### src/rtl/jtframe_quadcnt_pkg.sv
// jtframe_quadcnt_pkg
// Shared definitions for the quadrature counter: the 2-bit phase state
// constants ({A,B}), the step direction encoding and the Gray-code decoder.
package jtframe_quadcnt_pkg;

    localparam logic [1:0] S00 = 2'b00;
    localparam logic [1:0] S10 = 2'b10;
    localparam logic [1:0] S11 = 2'b11;
    localparam logic [1:0] S01 = 2'b01;

    typedef enum logic [1:0] {
        DIR_NONE = 2'd0,
        DIR_UP   = 2'd1,
        DIR_DN   = 2'd2,
        DIR_ERR  = 2'd3
    } dir_e;

    // A leads B going forward: 00 -> 10 -> 11 -> 01 -> 00.
    // A single-bit change that is not the forward successor must be the reverse one.
    function automatic dir_e decode(input logic [1:0] prv, input logic [1:0] cur);
        logic [1:0] fwd;
        case (prv)
            S00:     fwd = S10;
            S10:     fwd = S11;
            S11:     fwd = S01;
            default: fwd = S00;
        endcase
        if (cur == prv)                 return DIR_NONE;
        else if ((cur ^ prv) == 2'b11)  return DIR_ERR;
        else if (cur == fwd)            return DIR_UP;
        else                            return DIR_DN;
    endfunction

endpackage

### src/rtl/jtframe_quadcnt_axis.sv
// jtframe_quadcnt_axis
// One encoder axis: two-flop synchroniser, stability filter, Gray decoder,
// wrap/saturate counter and the sticky moved / illegal flags.
//   clk, rst        clock, async active-high reset
//   a_i, b_i        encoder phases (asynchronous)
//   ax_rst_i        synchronous counter clear
//   flag_clr_i      clears cfn_o / err_o
//   cnt_o           live counter value
//   cfn_o           moved flag, active low
//   err_o           illegal-transition flag
module jtframe_quadcnt_axis
    import jtframe_quadcnt_pkg::*;
#(
    parameter int CW   = 12,
    parameter int FILT = 2,
    parameter int SAT  = 0
)(
    input  logic          clk,
    input  logic          rst,
    input  logic          a_i,
    input  logic          b_i,
    input  logic          ax_rst_i,
    input  logic          flag_clr_i,
    output logic [CW-1:0] cnt_o,
    output logic          cfn_o,
    output logic          err_o
);

    logic [1:0]    sync1_q, sync2_q, filt, prev_q;
    logic [CW-1:0] cnt_q, cnt_d;
    logic          cfn_q, cfn_d, err_q, err_d;
    dir_e          dir;

    always_ff @(posedge clk or posedge rst) begin
        if (rst) begin
            sync1_q <= 2'b00;
            sync2_q <= 2'b00;
        end else begin
            sync1_q <= {a_i, b_i};
            sync2_q <= sync1_q;
        end
    end

    generate
        if (FILT == 0) begin : g_nofilt
            assign filt = sync2_q;
        end else begin : g_filt
            localparam int FW = $clog2(FILT + 1);
            logic [1:0]    last_q, filt_q;
            logic [FW-1:0] fcnt_q, run;

            // run = number of consecutive cycles sync2_q has held its current
            // value, including this one; saturates at FILT.
            always_comb begin
                run = FW'(1);
                if (sync2_q == last_q)
                    run = (fcnt_q == FW'(FILT)) ? fcnt_q : fcnt_q + FW'(1);
            end

            always_ff @(posedge clk or posedge rst) begin
                if (rst) begin
                    last_q <= 2'b00;
                    fcnt_q <= '0;
                    filt_q <= 2'b00;
                end else begin
                    last_q <= sync2_q;
                    fcnt_q <= run;
                    if (run == FW'(FILT)) filt_q <= sync2_q;
                end
            end
            assign filt = filt_q;
        end
    endgenerate

    assign dir = decode(prev_q, filt);

    // Step and flag_clr in the same cycle: the step wins, so the flag stays set.
    always_comb begin
        cnt_d = cnt_q;
        cfn_d = cfn_q;
        err_d = err_q;
        if (flag_clr_i) begin
            cfn_d = 1'b1;
            err_d = 1'b0;
        end
        if (ax_rst_i) begin
            cnt_d = '0;
        end else begin
            case (dir)
                DIR_UP: begin
                    cfn_d = 1'b0;
                    if (!(SAT != 0 && cnt_q == '1)) cnt_d = cnt_q + 1'b1;
                end
                DIR_DN: begin
                    cfn_d = 1'b0;
                    if (!(SAT != 0 && cnt_q == '0)) cnt_d = cnt_q - 1'b1;
                end
                DIR_ERR: err_d = 1'b1;
                default: ;
            endcase
        end
    end

    // prev_q always follows the filtered pair, so ax_rst release never counts.
    always_ff @(posedge clk or posedge rst) begin
        if (rst) begin
            prev_q <= 2'b00;
            cnt_q  <= '0;
            cfn_q  <= 1'b1;
            err_q  <= 1'b0;
        end else begin
            prev_q <= filt;
            cnt_q  <= cnt_d;
            cfn_q  <= cfn_d;
            err_q  <= err_d;
        end
    end

    assign cnt_o = cnt_q;
    assign cfn_o = cfn_q;
    assign err_o = err_q;

endmodule

### src/rtl/jtframe_quadcnt.sv
// jtframe_quadcnt
// Multi-axis quadrature counter with coherent snapshot read-out.
//   clk, rst        clock, async active-high reset
//   a_i, b_i        encoder phases per axis
//   ax_rst_i        per-axis counter clear
//   latch_i         snapshot all axes
//   sel_i           axis routed to dout_o
//   flag_clr_i      clears cfn_o / err_o
//   dout_o          registered snapshot of the selected axis
//   cfn_o           per-axis moved flag, active low
//   err_o           per-axis illegal-transition flag
module jtframe_quadcnt
    import jtframe_quadcnt_pkg::*;
#(
    parameter int AXES = 2,
    parameter int CW   = 12,
    parameter int FILT = 2,
    parameter int SAT  = 0,
    localparam int SW  = (AXES > 1) ? $clog2(AXES) : 1
)(
    input  logic            clk,
    input  logic            rst,
    input  logic [AXES-1:0] a_i,
    input  logic [AXES-1:0] b_i,
    input  logic [AXES-1:0] ax_rst_i,
    input  logic            latch_i,
    input  logic [SW-1:0]   sel_i,
    input  logic            flag_clr_i,
    output logic [CW-1:0]   dout_o,
    output logic [AXES-1:0] cfn_o,
    output logic [AXES-1:0] err_o
);

    logic [AXES-1:0][CW-1:0] cnt, snap_q;
    logic [CW-1:0]           dout_q, dout_d;

    genvar i;
    generate
        for (i = 0; i < AXES; i++) begin : g_ax
            jtframe_quadcnt_axis #(
                .CW   (CW),
                .FILT (FILT),
                .SAT  (SAT)
            ) u_axis (
                .clk        (clk),
                .rst        (rst),
                .a_i        (a_i[i]),
                .b_i        (b_i[i]),
                .ax_rst_i   (ax_rst_i[i]),
                .flag_clr_i (flag_clr_i),
                .cnt_o      (cnt[i]),
                .cfn_o      (cfn_o[i]),
                .err_o      (err_o[i])
            );
        end
    endgenerate

    // Out-of-range selects (non power-of-two AXES) read as zero.
    always_comb begin
        dout_d = '0;
        if (32'(sel_i) < 32'(AXES)) dout_d = snap_q[sel_i];
    end

    // cnt is registered, so a latch captures the value before any step
    // decoded in the same cycle.
    always_ff @(posedge clk or posedge rst) begin
        if (rst) begin
            snap_q <= '0;
            dout_q <= '0;
        end else begin
            if (latch_i) snap_q <= cnt;
            dout_q <= dout_d;
        end
    end

    assign dout_o = dout_q;

endmodule

### config.mk
export PLATFORM = sky130hd
export DESIGN_NAME = jtframe_quadcnt
export DESIGN_NICKNAME = d
export VERILOG_FILES = /design/src/rtl/jtframe_quadcnt_pkg.sv /design/src/rtl/jtframe_quadcnt_axis.sv /design/src/rtl/jtframe_quadcnt.sv
export SDC_FILE = /design/constraint.sdc
export NUM_CORES = 1
export LEC_CHECK = 0
export BUFFER_PORTS_ARGS = -buffer_cell sky130_fd_sc_hd__buf_2
export CAP_MARGIN = 10
export CELL_PAD_IN_SITES_DETAIL_PLACEMENT = 2
export CELL_PAD_IN_SITES_GLOBAL_PLACEMENT = 2
export CORE_ASPECT_RATIO = 1.2
export CORE_MARGIN = 2
export CORE_UTILIZATION = 43
export CTS_CLUSTER_DIAMETER = 120
export DETAILED_ROUTE_END_ITERATION = 8
export PLACE_DENSITY = 0.81
export SYNTH_ARGS = -nofsm -noshare
export SYNTH_HDL_FRONTEND = slang
export SYNTH_SLANG_ARGS = --single-unit
### constraint.sdc
create_clock -name clk -period 6.5 [get_ports clk]
set_input_delay 0.65 -clock clk [delete_from_list [all_inputs] [get_ports clk]]
set_output_delay 0.65 -clock clk [all_outputs]
set_load 0.03 [all_outputs]
==> results.txt <==
----------------------------------------------------
[Place]
  DP HPWL ... 8920 um
  Cell area after placement ... 4980 um^2
  Final GP Congestion ... 0.912
  Port-buffer cells ... 26

[Power]
  Leak ... 2.41 nW
  Power density cells ... 559 nW/um^2
  VDD IR max ... 0.000356 V

[Timing]
  Accumulated negative setup slack ... 0 ns
  Count of final max-slew check failures ... 0
  Fmax ... 253 MHz
  Minimum clock period ... 3.96 ns
  Measured slew at the worst slew-check pin ... 1.15 ns
  Relative max-transition margin ... 23.1%
  Setup repair after global routing missed its margin ... false
  Final period utilization ... 60.9%
  Final setup violation count ... 0
  Setup clock skew after layout ... 0.00991 ns
  Final Hold Viols ... 0

[Layout]
  Final-stage net count ... 500
  Diodes inserted ... 0
  Total of fill cells in the finished design ... 1,157
  Non-Filler Cell Area, Final ... 5290 um^2
  Fraction of layout cells with a size suffix above 1 ... 20.2%
  Synthesis-to-finish area growth ... 8.72%

[Yosys]
  XOR/XNOR Fraction of Synth Area ... 5.22%
  Post-synthesis share of cell area spent on and, or, nand and nor gates ... 15.3%
  Adder-cell share of the synthesized area ... 3.60%
  Instance count of the mapped netlist ... 476
  Synthesized-area fraction occupied by ao, oa, aoi and oai cells ... 15.1%
  Number of distinct library cell variants in the gate-level netlist after synthesis ... 65
  Most common flop cell mapped by yosys ... dfrtp_1
  Register area share after synthesis ... 45.3%
  Synthesized netlist net count ... 501
  Count of flip-flops with a built-in enable after synthesis ... 0
  Multiplexer share of the synthesized area ... 10.5%
  Proportion of synthesized flip-flops having asynchronous set or reset ... 100%
  Synth Register Bits ... 88
  Largest family of logic cells by synthesized area ... simple AND/OR/NAND/NOR gates
  Mapped cell area ... 4860 um^2
  Post-Syn Area per Cell ... 10.2 um^2
  Warnings, synthesis ... 0

[Critical path]
  Worst-path fanout max ... 33
  Reg-to-reg endpoint ... g_ax[0].u_axis.cnt_o[10]
  Crit. Startpoint ... g_ax[0].u_axis.filt[0]
  CP required ... 6.75 ns
  Data arrival time of the critical path ... 4.21 ns
  Critical-path top delay cell ... ha_1
  Largest incremental delay on the critical path ... 1.01 ns
  Crit path capture type ... flop
  Worst r2r src ... g_ax[0].u_axis.filt[0]
  R2R depth ... 12
  Critical path, cell by cell ... nand2_1 > o21ai_0 > o21ai_0 > ha_1 > xor2_1 > ha_1 > or3_1 > a21oi_1 > or3_1 > o221ai_1 > xnor2_1 > o31ai_1
  Critical path type ... reg2reg
  Kind of start point of the critical path ... flop
  Slack of the worst reg-to-reg path ... 2.54 ns

[Drt]
  Post-route DRC violation count ... 0
  Drt first-iter violations ... 122
  Antenna-violating nets left ... 0
  Routed wirelength normalized by instance count ... 21.8 um
  Post-Route WL ... 13,400 um
  Total vias in the final route ... 3,602
  Avg Vias per Cell ... 5.89
  Number of search-and-repair iterations in the first detailed-routing pass ... 4

[Floorplan]
  Row count ... 42
  Die Y ... 121 um
  Die area ... 12,200 um^2
  Effective utilization at floorplan ... 44.1%
  Placeable Area ... 11,000 um^2
  Die width ... 101 um
  Ports placed on the boundary ... 27

[Global route]
  Initial antenna violation count ... 0
  Number of global-route vias before repair ... 4,028
  Global-route congestion overflow total ... 0
  Global routing usage summed across all routing layers ... 23.9%
  Pin count of the biggest net entering global routing ... 71
  Wire length of the first global-routing pass ... 22,600 um

[Clock network]
  # hold bufs at CTS ... 0
  Clock network latency to the later pin of the worst-skew pair ... 0.35 ns
  Max Root-Sink Buffers ... 2
  Cts bufs inserted ... 9
  Master cell of the clock root buffer ... clkbuf_16
  Number of clock sinks ... 88
  H-Tree Level Count ... 3
  CTS tree ... built
  Setup Fix Bufs, Post-CTS ... 0
  Number of resized instances in the post-cts repair step ... 0
  Clock Pin Slew Worst Setup and Hold Paths ... 0.07 ns

[Job]
  Reported max-cap violation count ... 0

[Status]
  Result of the run ... complete, no violations

[Worst hold path]
  Worst min-delay path class ... in2async

----------------------------------------------------
-- power by group --
group / internal [W] / leakage (nW) / switching (W)
clock: 0.000305 / 0.146 / 0.000235
sequential: 0.000706 / 1.13 / 0.000211
combinational: 0.000591 / 1.14 / 0.000907
-- registers in the layout, summed over array words and instances (netlist names) --
| signal | cells |
|---|---|
| g_ax.u_axis.prev_q | 4 |
| dout_o | 12 |
| g_ax.u_axis.g_filt.last_q | 4 |
| g_ax.u_axis.cnt_o | 24 |
| g_ax.u_axis.sync1_q | 4 |
| g_ax.u_axis.cfn_o | 2 |
| g_ax.u_axis.g_filt.fcnt_q | 4 |
| g_ax.u_axis.err_o | 2 |
| snap_q | 24 |
| g_ax.u_axis.filt | 4 |
| g_ax.u_axis.sync2_q | 4 |
-- cell type report --
type,instances,area [um^2],share of cell area (%)
multi-input cells,335,2420,45.8
flip-flops and latches,88,2200,41.7
clock buffers,10,229,4.33
well taps,132,165,3.12
repair buffers,28,145,2.74
clock inverters,6,75.1,1.42
inverters,13,50.0,0.946
-- layout by cell type, fill, tap and decap left out, types with 5 or more instances in the layout --
cell type / count
mux2i_1: 5
xor2_1: 18
o31ai_1: 6
ha_1: 14
nor2b_1: 9
nor2_1: 36
nor3b_1: 5
o21ai_0: 19
mux2_2: 41
inv_1: 12
dfrtp_1: 86
a32oi_1: 5
xnor2_1: 11
nand3_1: 7
o211ai_1: 7
nand2b_1: 12
or3_1: 9
a21oi_1: 22
o21a_1: 7
buf_2: 26
nor3_1: 12
nand2_1: 24
clkbuf_16: 9
-- Yosys cell counts (all sizes together) (3+ instances only) --
| cell | count | share of area [%] |
|---|---|---|
| or2 | 3 | 0.39 |
| nor3b | 5 | 0.77 |
| o21a | 7 | 1.1 |
| xnor2 | 11 | 2.0 |
| buf | 21 | 2.5 |
| and3 | 3 | 0.39 |
| a21o | 4 | 0.62 |
| mux2i | 5 | 1.0 |
| nand2 | 24 | 1.9 |
| nand3 | 7 | 0.72 |
| ha | 14 | 3.6 |
| nor2b | 9 | 1.2 |
| nor3 | 12 | 1.2 |
| nand2b | 12 | 1.5 |
| o31ai | 7 | 1.2 |
| o211ai | 7 | 1.1 |
| dfrtp | 86 | 44 |
| xor2 | 18 | 3.2 |
| a22oi | 4 | 0.62 |
| a21boi | 3 | 0.54 |
| or3b | 3 | 0.54 |
| a32oi | 5 | 0.90 |
| clkbuf | 19 | 1.5 |
| nand4b | 4 | 0.72 |
| mux2 | 41 | 9.5 |
| nand3b | 4 | 0.62 |
| a21oi | 22 | 2.3 |
| o21ai | 21 | 2.2 |
| or3 | 9 | 1.2 |
| nor2 | 36 | 2.8 |
| o32ai | 3 | 0.54 |
| inv | 13 | 1.0 |
| o22ai | 4 | 0.51 |
-- critical path: cells and delay by family, from the launching register on --
kind | cells | cell delay, ns
adder cells (fa/ha/maj) | 2 | 1.31
AO/OA/AOI/OAI | 5 | 1.04
AND/OR/NAND/NOR | 3 | 0.69
flip-flops | 1 | 0.48
XOR/XNOR | 2 | 0.34
-- worst max-delay path by stage --
stage | endpoint | slack, ns | cells past startpoint
after CTS | g_ax[0].u_axis.cnt_o[10] | 2.54 | 12
after global routing | g_ax[0].u_axis.cnt_o[10] | 2.15 | 12
final | g_ax[0].u_axis.cnt_o[10] | 2.54 | 12
after detailed placement | g_ax[0].u_axis.cnt_o[10] | 2.69 | 12
after floorplan | g_ax[1].u_axis.cnt_o[8] | 3.09 | 16
after global placement | g_ax[0].u_axis.cnt_o[10] | 2.98 | 12
-- kinds of logic after synthesis --
group           Yosys count
mux                      46
fa+ha+maj                14
buf+inv                  53
simple gates            139
flops                    88
compound gates          107
xor+xnor                 29
-- per-stage QoR --
stage	utilization, %	power, W	cells	hold WS (ns)	setup WS [ns]
2_1_floorplan	-	0.00203	476	0.331	3.09
3_3_place_gp	45.2	0.00229	596	0.333	2.98
3_5_place_dp	45.2	0.00239	596	0.338	2.69
4_1_cts	47.9	0.00298	612	0.257	2.54
5_1_grt	47.9	0.00318	612	0.265	2.15
6_report	47.9	0.00296	612	0.246	2.54
-- routing by layer --
layer	global-route usage [%]	share of wire, %	vias to the layer above
met3	3.18	1.8	20
li1	-	-	1683
met1	30.8	43	1856
met5	0	0	-
met2	41.9	53	43
met4	6.17	1.8	0
Note: power is estimated with default switching activity, not from simulation.
